**src/rtl/beat_pkg.sv**
```systemverilog
// beat_pkg: shared FSM state type, beat-code constants and the whole-note
// cycle-count helper for the beat_timer block.
package beat_pkg;

    // Timer FSM states; encoding is visible on beat_timer.dbg_state.
    typedef enum logic [1:0] {
        ST_IDLE = 2'd0,
        ST_PLAY = 2'd1,
        ST_GAP  = 2'd2
    } beat_state_e;

    // Beat codes: duration = whole note >> code.
    localparam logic [3:0] BEAT_1  = 4'd0;
    localparam logic [3:0] BEAT_2  = 4'd1;
    localparam logic [3:0] BEAT_4  = 4'd2;
    localparam logic [3:0] BEAT_8  = 4'd3;
    localparam logic [3:0] BEAT_16 = 4'd4;
    localparam logic [3:0] BEAT_32 = 4'd5;
    localparam logic [3:0] BEAT_64 = 4'd6;

    // Clock cycles in one whole note; divide first so the product stays small.
    function automatic longint unsigned whole_cnt(input longint unsigned clk_hz,
                                                  input longint unsigned whole_ms);
        return (clk_hz / 64'd1000) * whole_ms;
    endfunction

endpackage

```
**src/rtl/beat_len_calc.sv**
```systemverilog
// beat_len_calc: combinational beat code (+ optional dotted) to note length.
// Codes above MAX_LOG2 are flagged invalid and given a one-cycle length.
// Optional feature macro: BEAT_TIMER_DOTTED_EN (dotted adds half a note).
module beat_len_calc
    import beat_pkg::*;
#(
    parameter longint unsigned WHOLE_CNT = 64,
    parameter int              CNT_W     = 28,
    parameter int              MAX_LOG2  = 6
) (
    input  logic [3:0]       beat_i,
    input  logic             dotted_i,
    output logic [CNT_W-1:0] len_o,
    output logic             invalid_o
);

    localparam logic [CNT_W-1:0] WHOLE = CNT_W'(WHOLE_CNT);

    logic [CNT_W-1:0] base;

`ifdef BEAT_TIMER_DOTTED_EN
    logic [4:0] beat_p1;
    assign beat_p1 = {1'b0, beat_i} + 5'd1;
`else
    // Dotted notes are not built in; the input is deliberately ignored.
    logic unused_dotted;
    assign unused_dotted = dotted_i;
`endif

    // Length from the beat shift, forced to one cycle for invalid codes.
    always_comb begin
        invalid_o = (beat_i > 4'(MAX_LOG2));
        base      = WHOLE >> beat_i;
`ifdef BEAT_TIMER_DOTTED_EN
        if (dotted_i) begin
            base = base + (WHOLE >> beat_p1);
        end
`endif
        len_o = invalid_o ? CNT_W'(1) : base;
    end

endmodule

```
**src/rtl/beat_timer.sv**
```systemverilog
// beat_timer: note-duration timer. Accepts one note per valid/ready
// handshake, counts its length down and drives tone_en, with an optional
// articulation gap at the end of long-enough notes.
// Optional feature macro: BEAT_TIMER_DOTTED_EN (see beat_len_calc).
//
// Handshake: a note transfers in any cycle where in_valid & in_ready.
// in_ready is high when idle or on the last cycle of the current note, so
// a waiting note starts with no idle cycle in between. abort or reset
// forces in_ready low, so a note offered alongside abort is not taken.
module beat_timer
    import beat_pkg::*;
#(
    parameter int CLK_HZ     = 50_000_000,
    parameter int WHOLE_MS   = 1600,
    parameter int CNT_W      = 28,
    parameter int MAX_LOG2   = 6,
    parameter int GAP_CYCLES = 0
) (
    input  logic       clk,
    input  logic       rst_n,
    input  logic       in_valid,
    output logic       in_ready,
    input  logic [3:0] beat,
    input  logic       rest,
    input  logic       dotted,
    input  logic       abort,
    output logic       tone_en,
    output logic       busy,
    output logic       note_done,
    output logic       err,
    output logic [1:0] dbg_state
);

    localparam longint unsigned WHOLE_CNT = whole_cnt(64'(CLK_HZ), 64'(WHOLE_MS));
    localparam logic [CNT_W:0]   GAP_TWICE = (CNT_W+1)'(2 * GAP_CYCLES);
    localparam logic [CNT_W-1:0] GAP_CNT   = CNT_W'(GAP_CYCLES);
    localparam bit               GAP_ON    = (GAP_CYCLES != 0);

    beat_state_e      state_q, state_d;
    logic [CNT_W-1:0] cnt_q, cnt_d;
    logic             rest_q, rest_d;
    logic             inv_q, inv_d;
    logic             gap_q, gap_d;
    logic             tone_q, tone_d;
    logic             busy_q, busy_d;
    logic             done_q, done_d;
    logic             errp_q, errp_d;

    logic [CNT_W-1:0] len;
    logic             len_invalid;
    logic             gap_ok;
    logic             accept;

    beat_len_calc #(
        .WHOLE_CNT (WHOLE_CNT),
        .CNT_W     (CNT_W),
        .MAX_LOG2  (MAX_LOG2)
    ) u_len (
        .beat_i    (beat),
        .dotted_i  (dotted),
        .len_o     (len),
        .invalid_o (len_invalid)
    );

    assign gap_ok   = GAP_ON && ({1'b0, len} > GAP_TWICE);
    assign in_ready = rst_n && !abort && (state_q == ST_IDLE || cnt_q == '0);
    assign accept   = in_valid && in_ready;

    // Next state, counter, latched note flags and next output values.
    always_comb begin
        state_d = state_q;
        cnt_d   = cnt_q;
        rest_d  = rest_q;
        inv_d   = inv_q;
        gap_d   = gap_q;
        if (abort) begin
            state_d = ST_IDLE;
            cnt_d   = '0;
        end else begin
            case (state_q)
                ST_IDLE: begin
                    if (accept) begin
                        state_d = ST_PLAY;
                        cnt_d   = len - CNT_W'(1);
                        rest_d  = rest;
                        inv_d   = len_invalid;
                        gap_d   = gap_ok;
                    end
                end
                ST_PLAY, ST_GAP: begin
                    if (cnt_q == '0) begin
                        if (accept) begin
                            state_d = ST_PLAY;
                            cnt_d   = len - CNT_W'(1);
                            rest_d  = rest;
                            inv_d   = len_invalid;
                            gap_d   = gap_ok;
                        end else begin
                            state_d = ST_IDLE;
                        end
                    end else begin
                        cnt_d = cnt_q - CNT_W'(1);
                        // Tone drops for the final GAP_CYCLES cycles.
                        if (state_q == ST_PLAY && gap_q && cnt_q == GAP_CNT) begin
                            state_d = ST_GAP;
                        end
                    end
                end
                default: begin
                    state_d = ST_IDLE;
                    cnt_d   = '0;
                end
            endcase
        end
        tone_d = (state_d == ST_PLAY) && !rest_d && !inv_d;
        busy_d = (state_d != ST_IDLE);
        done_d = (state_d != ST_IDLE) && (cnt_d == '0);
        errp_d = done_d && inv_d;
    end

    // State, counter, flags and registered outputs; synchronous reset.
    always_ff @(posedge clk) begin
        if (!rst_n) begin
            state_q <= ST_IDLE;
            cnt_q   <= '0;
            rest_q  <= 1'b0;
            inv_q   <= 1'b0;
            gap_q   <= 1'b0;
            tone_q  <= 1'b0;
            busy_q  <= 1'b0;
            done_q  <= 1'b0;
            errp_q  <= 1'b0;
        end else begin
            state_q <= state_d;
            cnt_q   <= cnt_d;
            rest_q  <= rest_d;
            inv_q   <= inv_d;
            gap_q   <= gap_d;
            tone_q  <= tone_d;
            busy_q  <= busy_d;
            done_q  <= done_d;
            errp_q  <= errp_d;
        end
    end

    assign tone_en   = tone_q;
    assign busy      = busy_q;
    assign note_done = done_q;
    assign err       = errp_q;
    assign dbg_state = state_q;

endmodule

```
**config.mk**
```make
export PLATFORM = sky130hd
export DESIGN_NAME = beat_timer
export DESIGN_NICKNAME = d
export VERILOG_FILES = /design/src/rtl/beat_pkg.sv /design/src/rtl/beat_len_calc.sv /design/src/rtl/beat_timer.sv
export SDC_FILE = /design/constraint.sdc
export NUM_CORES = 1
export LEC_CHECK = 0
export BUFFER_PORTS_ARGS = -buffer_cell sky130_fd_sc_hd__buf_2
export CELL_PAD_IN_SITES_DETAIL_PLACEMENT = 1
export CELL_PAD_IN_SITES_GLOBAL_PLACEMENT = 1
export CORE_ASPECT_RATIO = 1.25
export CORE_MARGIN = 2
export CORE_UTILIZATION = 50
export CTS_CLUSTER_SIZE = 16
export DETAILED_ROUTE_END_ITERATION = 16
export GPL_TIMING_DRIVEN = 0
export PLACE_DENSITY_LB_ADDON = 0.1
export SYNTH_ARGS = -nofsm -noshare
export SYNTH_HDL_FRONTEND = slang
export SYNTH_HIERARCHICAL = 1
export SYNTH_SLANG_ARGS = --single-unit
```
**constraint.sdc**
```tcl
create_clock -name clk -period 7.5 [get_ports clk]
set_input_delay 1.5 -clock clk [delete_from_list [all_inputs] [get_ports clk]]
set_output_delay 1.5 -clock clk [all_outputs]
set_load 0.005 [all_outputs]
```
==> results of run 1 <==
[per-layer routing]
metal / part of all wire, % / up-vias
li1: - / 1972
met1: 39 / 2071
met2: 48 / 199
met3: 6.9 / 62
met4: 5.4 / 0
met5: 0 / -
[worst register-to-register path, stage by stage (launching register included)]
cell and delay [ns]:
dfxtp_1 0.39, nor4_1 1.18, nand2_1 0.41, nor3_1 0.38, buf_2 0.33, o2111ai_1 0.22, o32a_1 0.24, nor4_1 0.33
nand4_1 0.27, nor4_2 0.29
[per-stage QoR]
step | std cells | hold slack, ns | area [um2] | total power [mW]
2_1_floorplan | 516 | 0.4662 | 3731 | 0.3747
3_3_place_gp | 622 | 0.4794 | 3916 | 0.4338
3_5_place_dp | 622 | 0.5174 | 3916 | 0.4398
4_1_cts | 630 | 0.5370 | 4031 | 0.6235
5_1_grt | 630 | 0.5597 | 4036 | 0.6584
6_report | 630 | 0.5309 | 4036 | 0.6327
[logic make-up (layout without fill, tap and decap cells)]
logic type / after synthesis / count (layout) / share of synthesized area, %
flops: 36 / 36 / 19.35
simple gates: 263 / 263 / 38.84
xor+xnor: 30 / 30 / 7.056
buf+inv: 40 / 62 / 5.074
fa+ha+maj: 12 / 12 / 4.032
mux: 7 / 7 / 1.915
compound gates: 125 / 125 / 23.62
other cells: 1 / 3 / 0.1007
[synth_stat cells (3+ instances only)]
| library cell | n |
|---|---|
| nand2b_1 | 6 |
| o21ai_0 | 16 |
| buf_2 | 4 |
| a21o_1 | 5 |
| nor2_1 | 55 |
| a2111oi_0 | 3 |
| or3_1 | 10 |
| clkbuf_1 | 15 |
| and2_1 | 16 |
| nand3_1 | 22 |
| and3_1 | 3 |
| or4_1 | 10 |
| nand3b_1 | 5 |
| nor3b_1 | 7 |
| nor4_1 | 18 |
| nand2_1 | 41 |
| or2_2 | 4 |
| o31a_1 | 4 |
| xnor2_1 | 16 |
| nor4_2 | 3 |
| a211oi_1 | 9 |
| ha_1 | 12 |
| dfxtp_1 | 36 |
| nand4_1 | 7 |
| nor3_1 | 31 |
| buf_4 | 5 |
| a31oi_1 | 9 |
| o31ai_1 | 4 |
| a21boi_0 | 3 |
| nand4b_1 | 4 |
| a21oi_1 | 28 |
| mux2i_1 | 6 |
| xor2_1 | 14 |
| o211ai_1 | 5 |
| inv_1 | 14 |
| nor2b_1 | 4 |
| o22ai_1 | 8 |
[power by group]
part           total (mW)  internal (mW)  switching (mW)
sequential          0.201          0.195         0.00577
clock               0.188          0.100          0.0873
combinational       0.244         0.0823           0.162
[state kept, by name, summed over array words and instances (netlist names)]
signal / count
cnt_q: 28
dbg_state: 2
busy: 1
err: 1
inv_q: 1
note_done: 1
rest_q: 1
tone_en: 1
[layout make-up]
cell class | instances | area (um2) | share of cell area (%)
Timing Repair Buffer | 14 | 70.07 | 1.736
Clock buffer | 5 | 68.82 | 1.705
Clock inverter | 3 | 46.29 | 1.147
Tap cell | 92 | 115.1 | 2.852
Sequential cell | 36 | 720.7 | 17.85
Buffer | 26 | 136.4 | 3.379
Inverter | 14 | 52.55 | 1.302
Multi-Input combinational cell | 440 | 2826 | 70.02
[how the worst max path moves through the flow]
stage	to
after floorplan	err
after global placement	err
after detailed placement	err
after CTS	err
after global routing	err
final	err
==> impl_metrics.toml, run 1 <==
[yosys]
syn_area_per_cell_um2 = 7.244
yosysTopAreaCell = "dfxtp_1"
ys_ff_latch = 36
synth-warning-count = 6
ys.flop_type = "dfxtp_1"
synth_top_area_share_pct = 19.35
synth_area_leaders = "dfxtp_1 19%, nor2_1 5.5%, nor3_1 4.2%"
synth_cell_types = 79
ys_seq_area_share_pct = 19.35
syn-cell-area_mm2 = 0.003724
async_flop_share_pct = 0
synthCells = 514
synth_edf_count = 0

[timing]
clock_skew_ns = 0.01370
timing.fmax_mhz = 180.3
min_period_over_period_pct = 73.96
rsz0062_at_grt = "false"
fin_setup_tns_ns = 0
worst_pin_slew_ns = 1.417
slew_headroom_pct = 4.664
hold_viol = 0
min_period_ns = 5.547
setup_viol = 0
finalWorstSetupSlack_ns = 1.953
slew_violations = 0

[worst_setup_path]
cp.required_ns = 7.71
critical_path_class = "primary input to register"
crit_chain = "buf_2 > inv_1 > ha_1 > and2b_1 > a21o_1 > nor4_1 > nand4_1 > xor2_1 > o21ai_0 > or3_1 > a2111oi_0 > nand4_1 > nor4_2"
cp_top_family = "simple AND/OR/NAND/NOR gates"
arrival_ns = 5.75
r2r-start = "cnt_q[4]"
critPathMaxStageDelay_ns = 0.82
cp_common_cell = "nand4_1"
critPathMaxFanout = 8
r2r_cells = 9
path_buf_inv = 2
cpMaxStageDelayCell = "a2111oi_0"
rrSetupSlack_ns = 3.37
cp-start-kind = "primary input"
regToRegEndpoint = "err"
endpoint_kind = "register"
cp.depth = 13
crit_start = "beat[0]"

[routing]
drc = 0
via_per_inst = 6.832
ant_nets = 0
post_drt_wl_per_cell_um = 23.43
vias = 4304
drt_first_pass_iters = 8
wirelength_um = 14760
drtIter0Drc = 470

[final_layout]
diodes = 0
fillers = 987
final_util_pct = 55.19
layout.cells.most_common = "nor2_1"
syn_to_final_growth_pct = 8.401
final_cell_mix = "55 x nor2_1, 41 x nand2_1, 36 x dfxtp_1"
final_layout_size_suffix_gt1_share_pct = 10.59
nets = 559

[grt]
met3_usage_pct = 6.183
grt.met2_usage_pct = 64.02
grt_pass1_vias = 4443
grt_max_degree = 14
antenna_found_initial = 0
overflow = 0
grt_pass1_wl_um = 23180
grt.busiest_layer = "met2"
gr-usage-met1_pct = 43.81
grt_use_total_pct = 37.29

[clocking]
clock_latency_ns = 0.30
cts-buffers-inserted = 5
cts_tree = "yes"
htreeDepth = 2
clock-sinks = 36
cts_hold_buf = 0
cts_setup_buffers = 0
cts.clk_slew.worst_paths_ns = 0.09
cts.repair.resized = 0
clock_tree.buffer_depth = 2
root_buffer = "clkbuf_8"

[worst_hold_path]
whs_endpoint = "rest_q"
min_path_type = "register to register"
whs_path_depth = 2
hold_start = "rest_q"

[floorplan]
die_y_um = 100.5
rows = 35
coreArea_mm2 = 0.007313
dieArea_mm2 = 0.008158
io_pins = 17
die_w_um = 81.19
start_util_pct = 50.92

[power]
power_density_mw_per_mm2 = 156.8
p_leak_nw = 1.576
peakVddDrop_uv = 73.72

[placement]
dp_hpwl_um = 11570
numPortBuffers = 14
dpl_worst_slack_ns = 1.880
place.gp.congestion = 0.9555

[status]
status = "finished, final reports clean"

[run]
cap_violations = 0
No activity file was read; power rests on OpenSTA's default activity.
==> inputs of run 2 (changes only) <==
--- a/config.mk
+++ b/config.mk
@@ -5,12 +5,13 @@
 export SDC_FILE = /design/constraint.sdc
 export NUM_CORES = 1
 export LEC_CHECK = 0
+export ABC_AREA = 1
 export BUFFER_PORTS_ARGS = -buffer_cell sky130_fd_sc_hd__buf_2
 export CELL_PAD_IN_SITES_DETAIL_PLACEMENT = 1
 export CELL_PAD_IN_SITES_GLOBAL_PLACEMENT = 1
 export CORE_ASPECT_RATIO = 1.25
 export CORE_MARGIN = 2
-export CORE_UTILIZATION = 50
+export CORE_UTILIZATION = 39
 export CTS_CLUSTER_SIZE = 16
 export DETAILED_ROUTE_END_ITERATION = 16
 export GPL_TIMING_DRIVEN = 0
==> constraint.sdc (replaced) <==
create_clock -name clk -period 5.1 [get_ports clk]
set_input_delay 1.02 -clock clk [delete_from_list [all_inputs] [get_ports clk]]
set_output_delay 1.02 -clock clk [all_outputs]
set_load 0.005 [all_outputs]
==> impl_metrics.toml, run 2 <==
[power]
power_frac_seq_pct = 29.4
power_mw = 1.011
p_leak_nw = 2.336
p_sw_share_pct = 40.62
pwr-share-comb_pct = 38.6
p_switching_mw = 0.4107
peakVddDrop_uv = 124.2
power_density_mw_per_mm2 = 231.2
internal_power_mw = 0.6003
clockPowerShare_pct = 32.0

[grt]
overflow = 0
antenna_found_initial = 0
grt_max_degree = 11
grt_pass1_wl_um = 24050
grt_pass1_vias = 4709
grt_use_total_pct = 28.63

[placement]
dp_hpwl_um = 12580
dpl_worst_slack_ns = 0.7358
numPlacedInstances = 868
place.gp.congestion = 0.9200
numPortBuffers = 14

[yosys]
synth-warning-count = 6
synth_commonest_cells = "224 x nand2_1, 131 x nor2_1, 73 x inv_1, 64 x nand3_1, 36 x dfxtp_1"
async_flop_share_pct = 0
syn-cell-area_mm2 = 0.003986
syn_area_per_cell_um2 = 5.514
yosysTopAreaCell = "nand2_1"
synth_top_area_share_pct = 21.09
synthCells = 723
synth_edf_count = 0
ys_seq_area_share_pct = 18.08
synth_area_leaders = "nand2_1 21%, dfxtp_1 18%, nor2_1 12%"
synth_cell_types = 36
ys.flop_type = "dfxtp_1"
ys_ff_latch = 36
synth_most_common_cell = "nand2_1"

[worst_setup_path]
critical_path_class = "primary input to register"
crit_chain = "buf_2 > inv_1 > ha_1 > inv_1 > nand2_4 > o21bai_4 > buf_6 > inv_1 > ha_1 > nand2_1 > nor2_1 > nand3_1 > nand2_1 > nand4_1 > nand3_1 > nand2_1 > nand2_1 > nand2_1 > nor2_1 > nand2_1 > nor2_1 > nand3_1 > nor2_1"
cpMaxStageDelayCell = "nor2_1"
critPathMaxFanout = 10
arrival_ns = 4.32
cp_common_cell = "nand2_1"
cp.required_ns = 5.32
cp-start-kind = "primary input"
critPathMaxStageDelay_ns = 0.48
endpoint_kind = "register"

[routing]
via_per_inst = 5.255
vias = 4603
wirelength_um = 15230
post_drt_wl_per_cell_um = 17.38
drt_first_pass_iters = 4
ant_nets = 0
drtIter0Drc = 189
drc = 0

[timing]
min_period_over_period_pct = 80.39
setup_viol = 0
rsz0062_at_grt = "false"
fin_setup_tns_ns = 0
slew_violations = 0
clock_skew_ns = 0.004824
min_period_ns = 4.100
slew_headroom_pct = 54.21
timing.fmax_mhz = 243.9
worst_pin_slew_ns = 0.6843
finalWorstSetupSlack_ns = 1.000
hold_viol = 0

[floorplan]
coreArea_mm2 = 0.01000
die_y_um = 117.0
start_util_pct = 39.85
rows = 41
dieArea_mm2 = 0.01105
die_w_um = 94.43
io_pins = 17

[clocking]
clock_latency_ns = 0.29
htreeDepth = 2
cts.repair.resized = 0
clock-sinks = 36
clock_tree.buffer_depth = 2
cts_setup_buffers = 0
cts.clk_slew.worst_paths_ns = 0.06
root_buffer = "clkbuf_16"
cts_tree = "yes"
cts-buffers-inserted = 5
cts_hold_buf = 0

[final_layout]
largest_register = "cnt_q"
largest_register_ffs = 28
final_cell_mix = "224 x nand2_1, 131 x nor2_1, 73 x inv_1"
final_layout_size_suffix_gt1_share_pct = 10.17
nets = 768
stdcell_count = 876
diodes = 0
syn_to_final_growth_pct = 9.667
layout.cells.most_common = "nand2_1"

[status]
status = "finished, final reports clean"

[run]
cap_violations = 0

[worst_hold_path]
min_path_type = "register to register"
[run 2: changes by cell type in the layout (fill, tap and decap cells not counted), moves of 10 or more]
cell     before  now
nand3_1      22   64
or4_1        10    0
inv_2         0   13
nor2_2        1   11
nor2_1       55  131
nand4_1       7   26
or3_1        10    0
inv_1        14   73
nor4_1       18    1
nand2_1      41  224
xnor2_1      16    3
and2_1       16    0
nor3_1       31   11
[run 2: worst paths after layout]
check | cells after the start | endpoint | from | slack, ns
worst min-delay path | 2 | rest_q | rest_q | 0.53
worst min register to register | 2 | rest_q | rest_q | 0.53
worst max register to register | 15 | note_done | dbg_state[0] | 2.26
worst max-delay path | 23 | note_done | beat[0] | 1.00
[run 2: routing by layer]
metal,vias to the layer above,GRT usage (%),wire length (um)
met5,-,0,0
met4,0,10.72,357
met3,23,2.305,463
met2,81,55.52,8208
met1,2170,32.29,6197
li1,2329,-,-
[run 2: area by class of cell]
| cell class | instances | area, um2 |
|---|---|---|
| timing repair buffer | 14 | 70.07 |
| clock buffer | 8 | 146.4 |
| fill | 1468 | 5632 |
| inverter | 86 | 322.8 |
| buffer | 20 | 130.1 |
| multi-input combinational | 583 | 2820 |
| tap | 129 | 161.4 |
| sequential | 36 | 720.7 |
[run 2: stage by stage]
step	cell area, um2	util [%]	hold slack (ns)
2_1_floorplan	3994	-	0.4607
6_report	4372	43.70	0.5307
4_1_cts	4372	43.70	0.5331
3_3_place_gp	4225	42.24	0.4783
5_1_grt	4372	43.70	0.5912
3_5_place_dp	4225	42.24	0.5195
[run 2: critical path: cells and delay by family]
family,cells,cell delay [ns]
AND/OR/NAND/NOR,15,2.10
AO/OA/AOI/OAI,1,0.09
buffers and inverters,5,0.65
adder cells (fa/ha/maj),2,0.45
[run 2: cell families (layout without fill, tap and decap cells)]
group | Yosys count | after routing | synth area share (%)
adders and majority gates | 12 | 12 | 3.766
other | 1 | 3 | 0.09407
AOI/OAI and AO/OA | 55 | 55 | 7.815
buffers and inverters | 106 | 128 | 11.36
and+or+nand+nor | 487 | 487 | 53.17
xor gates and xnor gates | 26 | 26 | 5.713
DFF | 36 | 36 | 18.08
[run 2: power groups by stage]
stage,sequential (mW),clock (mW),combinational [mW]
finish,0.297,0.324,0.391
global route,0.298,0.338,0.435
CTS,0.297,0.326,0.388
detailed placement,0.303,0,0.384
global placement,0.302,0,0.377
floorplan,0.301,0,0.278
